**config.mk**
```make
export PLATFORM = sky130hd
export DESIGN_NAME = fifo_ctrl_flat
export DESIGN_NICKNAME = d
export VERILOG_FILES = /design/src/rtl/fifo_ctrl_if.sv /design/src/rtl/fifo_ctrl.sv /design/src/flat_wrapper.sv
export SDC_FILE = /design/constraint.sdc
export NUM_CORES = 1
export LEC_CHECK = 0
export ABC_AREA = 1
export CORE_ASPECT_RATIO = 1.1
export CORE_MARGIN = 2
export CORE_UTILIZATION = 45
export DETAILED_ROUTE_END_ITERATION = 8
export GPL_TIMING_DRIVEN = 0
export PLACE_DENSITY = 0.76
export SYNTH_ARGS = -nofsm -noshare
export SYNTH_HDL_FRONTEND = slang
export SYNTH_SLANG_ARGS = --single-unit
```
**constraint.sdc**
```tcl
create_clock -name i_clk -period 2.28 [get_ports i_clk]
set_input_delay 0.456 -clock i_clk [delete_from_list [all_inputs] [get_ports i_clk]]
set_output_delay 0.456 -clock i_clk [all_outputs]
set_load 0.005 [all_outputs]
```
**src/rtl/fifo_ctrl_if.sv**
```systemverilog
// Handshake and status bundle between a FIFO user and the fifo_ctrl pointer controller.
// Overflow/underflow members exist only when FIFO_CTRL_ERR_EN is defined.
interface fifo_ctrl_if #(
    parameter int ADDR_WIDTH = 3
);
    logic                  i_wr;
    logic                  i_rd;
    logic                  o_w_en;
    logic [ADDR_WIDTH-1:0] o_w_addr;
    logic [ADDR_WIDTH-1:0] o_r_addr;
    logic                  o_full;
    logic                  o_empty;
    logic                  o_almost_full;
    logic                  o_almost_empty;
    logic [ADDR_WIDTH:0]   o_level;
`ifdef FIFO_CTRL_ERR_EN
    logic                  o_overflow;
    logic                  o_underflow;

    modport master (
        output i_wr, i_rd,
        input  o_w_en, o_w_addr, o_r_addr, o_full, o_empty,
               o_almost_full, o_almost_empty, o_level, o_overflow, o_underflow
    );

    modport slave (
        input  i_wr, i_rd,
        output o_w_en, o_w_addr, o_r_addr, o_full, o_empty,
               o_almost_full, o_almost_empty, o_level, o_overflow, o_underflow
    );
`else
    modport master (
        output i_wr, i_rd,
        input  o_w_en, o_w_addr, o_r_addr, o_full, o_empty,
               o_almost_full, o_almost_empty, o_level
    );

    modport slave (
        input  i_wr, i_rd,
        output o_w_en, o_w_addr, o_r_addr, o_full, o_empty,
               o_almost_full, o_almost_empty, o_level
    );
`endif
endinterface

```
**src/rtl/fifo_ctrl.sv**
```systemverilog
// Pointer/status controller driving a 2**ADDR_WIDTH-entry register file as a first-word-fall-through FIFO.
// Define FIFO_CTRL_ERR_EN to add sticky overflow/underflow flags.
module fifo_ctrl #(
    parameter int ADDR_WIDTH = 3,
    parameter int AF_LEVEL   = 6,
    parameter int AE_LEVEL   = 1
) (
    input  logic        i_clk,
    input  logic        i_reset,
    fifo_ctrl_if.slave  bus
);
    localparam int                  DEPTH   = 2**ADDR_WIDTH;
    localparam logic [ADDR_WIDTH:0] DEPTH_L = (ADDR_WIDTH+1)'(DEPTH);
    localparam logic [ADDR_WIDTH:0] AF_L    = (ADDR_WIDTH+1)'(AF_LEVEL);
    localparam logic [ADDR_WIDTH:0] AE_L    = (ADDR_WIDTH+1)'(AE_LEVEL);

    logic [ADDR_WIDTH-1:0] r_wAddr;
    logic [ADDR_WIDTH-1:0] r_rAddr;
    logic [ADDR_WIDTH:0]   r_level;
    logic                  r_full;
    logic                  r_empty;
    logic                  r_almostFull;
    logic                  r_almostEmpty;
    logic [ADDR_WIDTH:0]   w_levelNext;
    logic                  w_pushOk;
    logic                  w_popOk;

    // A push into a full FIFO still succeeds when a pop frees the slot in the same cycle.
    assign w_pushOk = bus.i_wr & (~r_full | bus.i_rd);
    assign w_popOk  = bus.i_rd & ~r_empty;

    always_comb begin
        w_levelNext = r_level;
        case ({w_pushOk, w_popOk})
            2'b10:   w_levelNext = r_level + 1'b1;
            2'b01:   w_levelNext = r_level - 1'b1;
            default: w_levelNext = r_level;
        endcase
    end

    // Flags are derived from the next level so they are valid right after the edge.
    always_ff @(posedge i_clk) begin
        if (i_reset) begin
            r_wAddr       <= '0;
            r_rAddr       <= '0;
            r_level       <= '0;
            r_full        <= 1'b0;
            r_empty       <= 1'b1;
            r_almostFull  <= 1'b0;
            r_almostEmpty <= 1'b1;
        end else begin
            if (w_pushOk) r_wAddr <= r_wAddr + 1'b1;
            if (w_popOk)  r_rAddr <= r_rAddr + 1'b1;
            r_level       <= w_levelNext;
            r_full        <= (w_levelNext == DEPTH_L);
            r_empty       <= (w_levelNext == '0);
            r_almostFull  <= (w_levelNext >= AF_L);
            r_almostEmpty <= (w_levelNext <= AE_L);
        end
    end

`ifdef FIFO_CTRL_ERR_EN
    logic r_overflow;
    logic r_underflow;

    always_ff @(posedge i_clk) begin
        if (i_reset) begin
            r_overflow  <= 1'b0;
            r_underflow <= 1'b0;
        end else begin
            r_overflow  <= r_overflow  | (bus.i_wr & r_full & ~bus.i_rd);
            r_underflow <= r_underflow | (bus.i_rd & r_empty);
        end
    end

    assign bus.o_overflow  = r_overflow;
    assign bus.o_underflow = r_underflow;
`endif

    assign bus.o_w_en         = w_pushOk;
    assign bus.o_w_addr       = r_wAddr;
    assign bus.o_r_addr       = r_rAddr;
    assign bus.o_level        = r_level;
    assign bus.o_full         = r_full;
    assign bus.o_empty        = r_empty;
    assign bus.o_almost_full  = r_almostFull;
    assign bus.o_almost_empty = r_almostEmpty;
endmodule
```
**src/flat_wrapper.sv**
```systemverilog
// flat-port wrapper written by rule: the top's interface ports become plain ports
module fifo_ctrl_flat 
#(
    parameter int ADDR_WIDTH = 3,
    parameter int AF_LEVEL   = 6,
    parameter int AE_LEVEL   = 1
)
  (i_clk, i_reset, bus_i_wr, bus_i_rd, bus_o_w_en, bus_o_w_addr, bus_o_r_addr, bus_o_full, bus_o_empty, bus_o_almost_full, bus_o_almost_empty, bus_o_level);
  fifo_ctrl_if #(.ADDR_WIDTH(ADDR_WIDTH)) bus_i ();
  input  logic i_clk;
  input  logic i_reset;
  input wire logic [$bits(bus_i.i_wr)-1:0] bus_i_wr;
  input wire logic [$bits(bus_i.i_rd)-1:0] bus_i_rd;
  output wire logic [$bits(bus_i.o_w_en)-1:0] bus_o_w_en;
  output wire logic [$bits(bus_i.o_w_addr)-1:0] bus_o_w_addr;
  output wire logic [$bits(bus_i.o_r_addr)-1:0] bus_o_r_addr;
  output wire logic [$bits(bus_i.o_full)-1:0] bus_o_full;
  output wire logic [$bits(bus_i.o_empty)-1:0] bus_o_empty;
  output wire logic [$bits(bus_i.o_almost_full)-1:0] bus_o_almost_full;
  output wire logic [$bits(bus_i.o_almost_empty)-1:0] bus_o_almost_empty;
  output wire logic [$bits(bus_i.o_level)-1:0] bus_o_level;
  assign bus_i.i_wr = bus_i_wr;
  assign bus_i.i_rd = bus_i_rd;
  assign bus_o_w_en = bus_i.o_w_en;
  assign bus_o_w_addr = bus_i.o_w_addr;
  assign bus_o_r_addr = bus_i.o_r_addr;
  assign bus_o_full = bus_i.o_full;
  assign bus_o_empty = bus_i.o_empty;
  assign bus_o_almost_full = bus_i.o_almost_full;
  assign bus_o_almost_empty = bus_i.o_almost_empty;
  assign bus_o_level = bus_i.o_level;
  fifo_ctrl #(.ADDR_WIDTH(ADDR_WIDTH), .AF_LEVEL(AF_LEVEL), .AE_LEVEL(AE_LEVEL)) u_core (.i_clk(i_clk), .i_reset(i_reset), .bus(bus_i));
endmodule
```
==> flow_results.org, run 1 <==
** Power
- Share of power burned in combinational logic :: 0.411
- Of the total power, the clock network draws 0.201.
- Sequential power share :: 0.389
- Internal Power :: 568 uW
- Power consumption :: 867 uW
- Across the VDD grid, the largest voltage drop is 0.742 mV.
- Pwr per Cell Area :: 896 nW/um^2
- Leak pwr :: 0.455 nW
- The analysis attributes to net switching a power of between 200 and 300 uW.
- Share of total power consumed by net switching :: 0.345

** GRT
- Via count of the first global-routing pass :: 610
- The total overflow left after global routing is 0.
- Entering global routing, the biggest net connects 9 pins.
- Across every metal layer, demand over resource in global routing totals 0.194.
- Number of antenna violations at the first check in global routing :: 0
- First-pass GRT wire length :: approximately 2400 um

** Finish
- Layout fillers :: 120
- The finished layout holds 137 standard cells, fillers aside.
- Of the cells placed in the final design, the portion with a size suffix greater than 1 is 0.165.
- Compared with the post-synthesis result, the final layout area differs by 41.5%.
- Count of nets after finishing :: 130
- Count of inserted antenna diode cells :: 0

** Drt
- The first routing iteration left 11 violations.
- The routed design has 1390 um of wire.
- In the routed layout, each cell is associated on average with a via count of 4.85.
- Routed via count :: between 600 and 700
- Number of nets still failing antenna checks after routing :: 0
- Dividing the detail-routed wire length by the instance count gives 10.2 um.
- For this run, design rule violations remaining after detail routing come to 0.
- DR pass1 iterations :: 4

** Job
- The tool flagged a number of max-cap violations equal to 0.

** Yosys
- Syn_area_per_cell :: 7.06 um^2
- The synthesized design contains 14 register bits.
- Part of the Yosys area used for sequential elements :: 0.410
- Area of the mapped netlist :: 684 um^2
- The number of nets handed over by synthesis was 105.
- The netlist uses 16 different library cells.
- Synth warn :: 0
- Cells after synthesis :: just under 100

** STA
- Slew at the pin with the worst max-slew slack :: 235 ps
- Relative slew slack :: 0.843
- Endpoints failing hold :: 0
- Clock period minus worst slack :: between 2000 and 2500 ps
- Static timing analysis puts the maximum clock frequency at between 400 and 500 MHz.
- Final-report setup violation count :: 0
- Share of the clock period used by the worst path :: 0.953
- Count of final max-slew check failures :: 0
- On the final layout, the worst clock skew is 6.66 ps.

** Floorplan
- Die Footprint :: 1850 um^2
- The floorplan step defined a core boundary enclosing 1400 um^2.
- From left edge to right edge, the die measures 41.2 um.
- Number of core rows :: 14
- Measured along the y axis, the die boundary spans 44.9 um.
- 19 I/O pins were placed.
- The initial utilization of the core area, before any placement, comes to 0.488.

** Clock network
- Number of buffers inserted during clock tree synthesis :: 3
- Clock Tree Root :: clkbuf_4
- Clk sinks :: 14
- Max clock buf depth :: 2
- Number of H-tree levels :: 1
- Quantity of hold-fixing buffers added after cts :: 0
- Source-to-sink clock delay at the later pin of the worst-skew pair :: 280 ps
- CTS tree :: built
- Clock-pin slew was measured on the worst setup and hold paths at 80 ps.

** Placed design
- Routability cong. :: 0.755
- Buffers placed on the I/O ports in this run total 18.
- After detailed placement, the design holds a cell count of approximately 130.
- Once detailed placement completed, the half-perimeter wirelength came to 1020 um.

** Critical path
- Worst setup path startpoint :: bus_i_rd
- Setup crit end kind :: register
- The worst register-to-register path begins at u_core.bus.o_full.
- CP Capture Point :: u_core.bus.o_almost_empty
- CP max FO :: 5
- At the worst endpoint, the required time is 2440 ps.
- STA puts the critical path data arrival time at 2340 ps.
- Type of the worst setup path :: in2reg
- STA classifies the critical path startpoint as an input port.
- Endpoint of the lowest-slack register-to-register path :: u_core.bus.o_almost_empty
- Cells on worst reg2reg path :: 10
- Setup slack, reg-to-reg :: 470 ps

** Outcome
- Outcome :: finished clean

** Min path
- The tightest min-delay check is of the reg2reg type.
==> registers in the layout, summed over array words and instances, names as in the netlist <==
signal and cells:
u_core.bus.o_almost_empty 1, u_core.bus.o_almost_full 1, u_core.bus.o_empty 1, u_core.bus.o_full 1, u_core.bus.o_level 4, u_core.bus.o_r_addr 3
u_core.bus.o_w_addr 3
==> logic make-up (layout without fill, tap and decap cells) <==
logic type      Yosys count  after routing  share of synthesized area
xor+xnor                  3              3                     0.0384
flops                    14             14                      0.410
fa+ha+maj                 4              4                     0.0731
compound gates           10             10                     0.0731
buf+inv                  17             41                     0.0932
simple gates             49             49                      0.313
==> cell type report <==
| class | count | area, um^2 | share of cell area |
|---|---|---|---|
| timing repair buffer | 20 | 198 | 0.204 |
| tap | 16 | 20.0 | 0.0207 |
| multi-input combinational | 66 | 370 | 0.382 |
| inverter | 17 | 63.8 | 0.0659 |
| sequential | 14 | 280 | 0.289 |
| clock buffer | 4 | 36.3 | 0.0375 |
==> how the worst min path moves through the flow <==
| stage | start | to | depth (start not counted) |
|---|---|---|---|
| after floorplan | u_core.bus.o_r_addr[2] | u_core.bus.o_r_addr[2] | 2 |
| after global placement | u_core.bus.o_w_addr[2] | u_core.bus.o_w_addr[2] | 2 |
| after detailed placement | u_core.bus.o_w_addr[2] | u_core.bus.o_w_addr[2] | 2 |
| after CTS | u_core.bus.o_w_addr[2] | u_core.bus.o_w_addr[2] | 2 |
| after global routing | u_core.bus.o_r_addr[2] | u_core.bus.o_r_addr[2] | 2 |
| final | u_core.bus.o_w_addr[2] | u_core.bus.o_w_addr[2] | 2 |
==> cells in the final DEF, fill, tap and decap left out <==
cell type and n:
a21oi_4 1, xnor2_1 1, o21ai_0 3, nand2_1 23
inv_1 13, nand4_1 2, dfxtp_1 14, nand2_2 3
inv_2 4, xor2_1 1, clkdlybuf4s50_1 17, o21ai_1 1
nor2_4 1, ha_1 3, buf_4 2, clkbuf_8 1
clkbuf_4 3, ha_2 1, nor2_1 10, nand3_1 8
a21oi_1 4, nor2_2 2, o21ai_2 1, dlymetal6s2s_1 1
xor2_2 1
==> power groups by stage <==
| stage | clock network (mW) | logic, mW | registers (mW) |
|---|---|---|---|
| 6_report | 0.174 | 0.356 | 0.337 |
| 3_3_place_gp | 0 | 0.327 | 0.339 |
| 2_1_floorplan | 0 | 0.192 | 0.341 |
| 4_1_cts | 0.179 | 0.348 | 0.338 |
| 5_1_grt | 0.190 | 0.411 | 0.345 |
| 3_5_place_dp | 0 | 0.332 | 0.341 |
==> Yosys cell counts, drive strengths merged <==
cell type | instances | area [um^2]
nor2 | 13 | 58.8
a21oi | 5 | 25.0
ha | 4 | 50.1
xor2 | 2 | 17.5
dfxtp | 14 | 280
o21ai | 5 | 25.0
nand3 | 8 | 40.0
nand4 | 2 | 12.5
nand2 | 26 | 103
inv | 17 | 63.8
xnor2 | 1 | 8.76
==> layer usage <==
metal	vias to the layer above	global-route usage	share of wire	routed length, um
met5	-	0	0	0
met4	0	0.0968	0.019	27
met3	4	0.0296	0.034	48
met2	16	0.281	0.45	629
met1	291	0.277	0.49	685
li1	354	-	-	-
==> stage by stage <==
stage / instance area (um^2) / setup WS (ps) / hold slack, ps / util / TNS [ps]
floorplan: 684 / 150 / 451 / - / 0
global placement: 885 / -614 / 445 / 0.631 / -4010
detailed placement: 885 / -637 / 452 / 0.631 / -4200
CTS: 958 / 5.87 / 465 / 0.684 / 0
global route: 968 / -10.2 / 494 / 0.691 / -10.2
finish: 968 / 107 / 460 / 0.691 / 0
==> critical path: stages <==
cell             delay [ps]
clkdlybuf4s50_1         490
inv_2                    70
a21oi_4                 160
inv_2                    60
ha_2                    210
xor2_2                  170
ha_1                    290
inv_1                    40
o21ai_2                 160
inv_1                    90
nand2_1                  80
o21ai_1                  70
==> what timing repair did <==
item	4_1_cts	5_1_grt
buffers inserted	2	0
gates cloned	0	0
gates resized for setup	4	4
pin swaps	2	2
setup endpoints to repair	8	5
Power figures use the tool's default switching activity.
==> run 2: changes to the inputs <==
- ABC_CLOCK_PERIOD_IN_PS: default -> 2280
- CTS_CLUSTER_SIZE: default -> 8
==> results of run 2 <==
Final layout, timing and power as in run 1 (identical DEF).
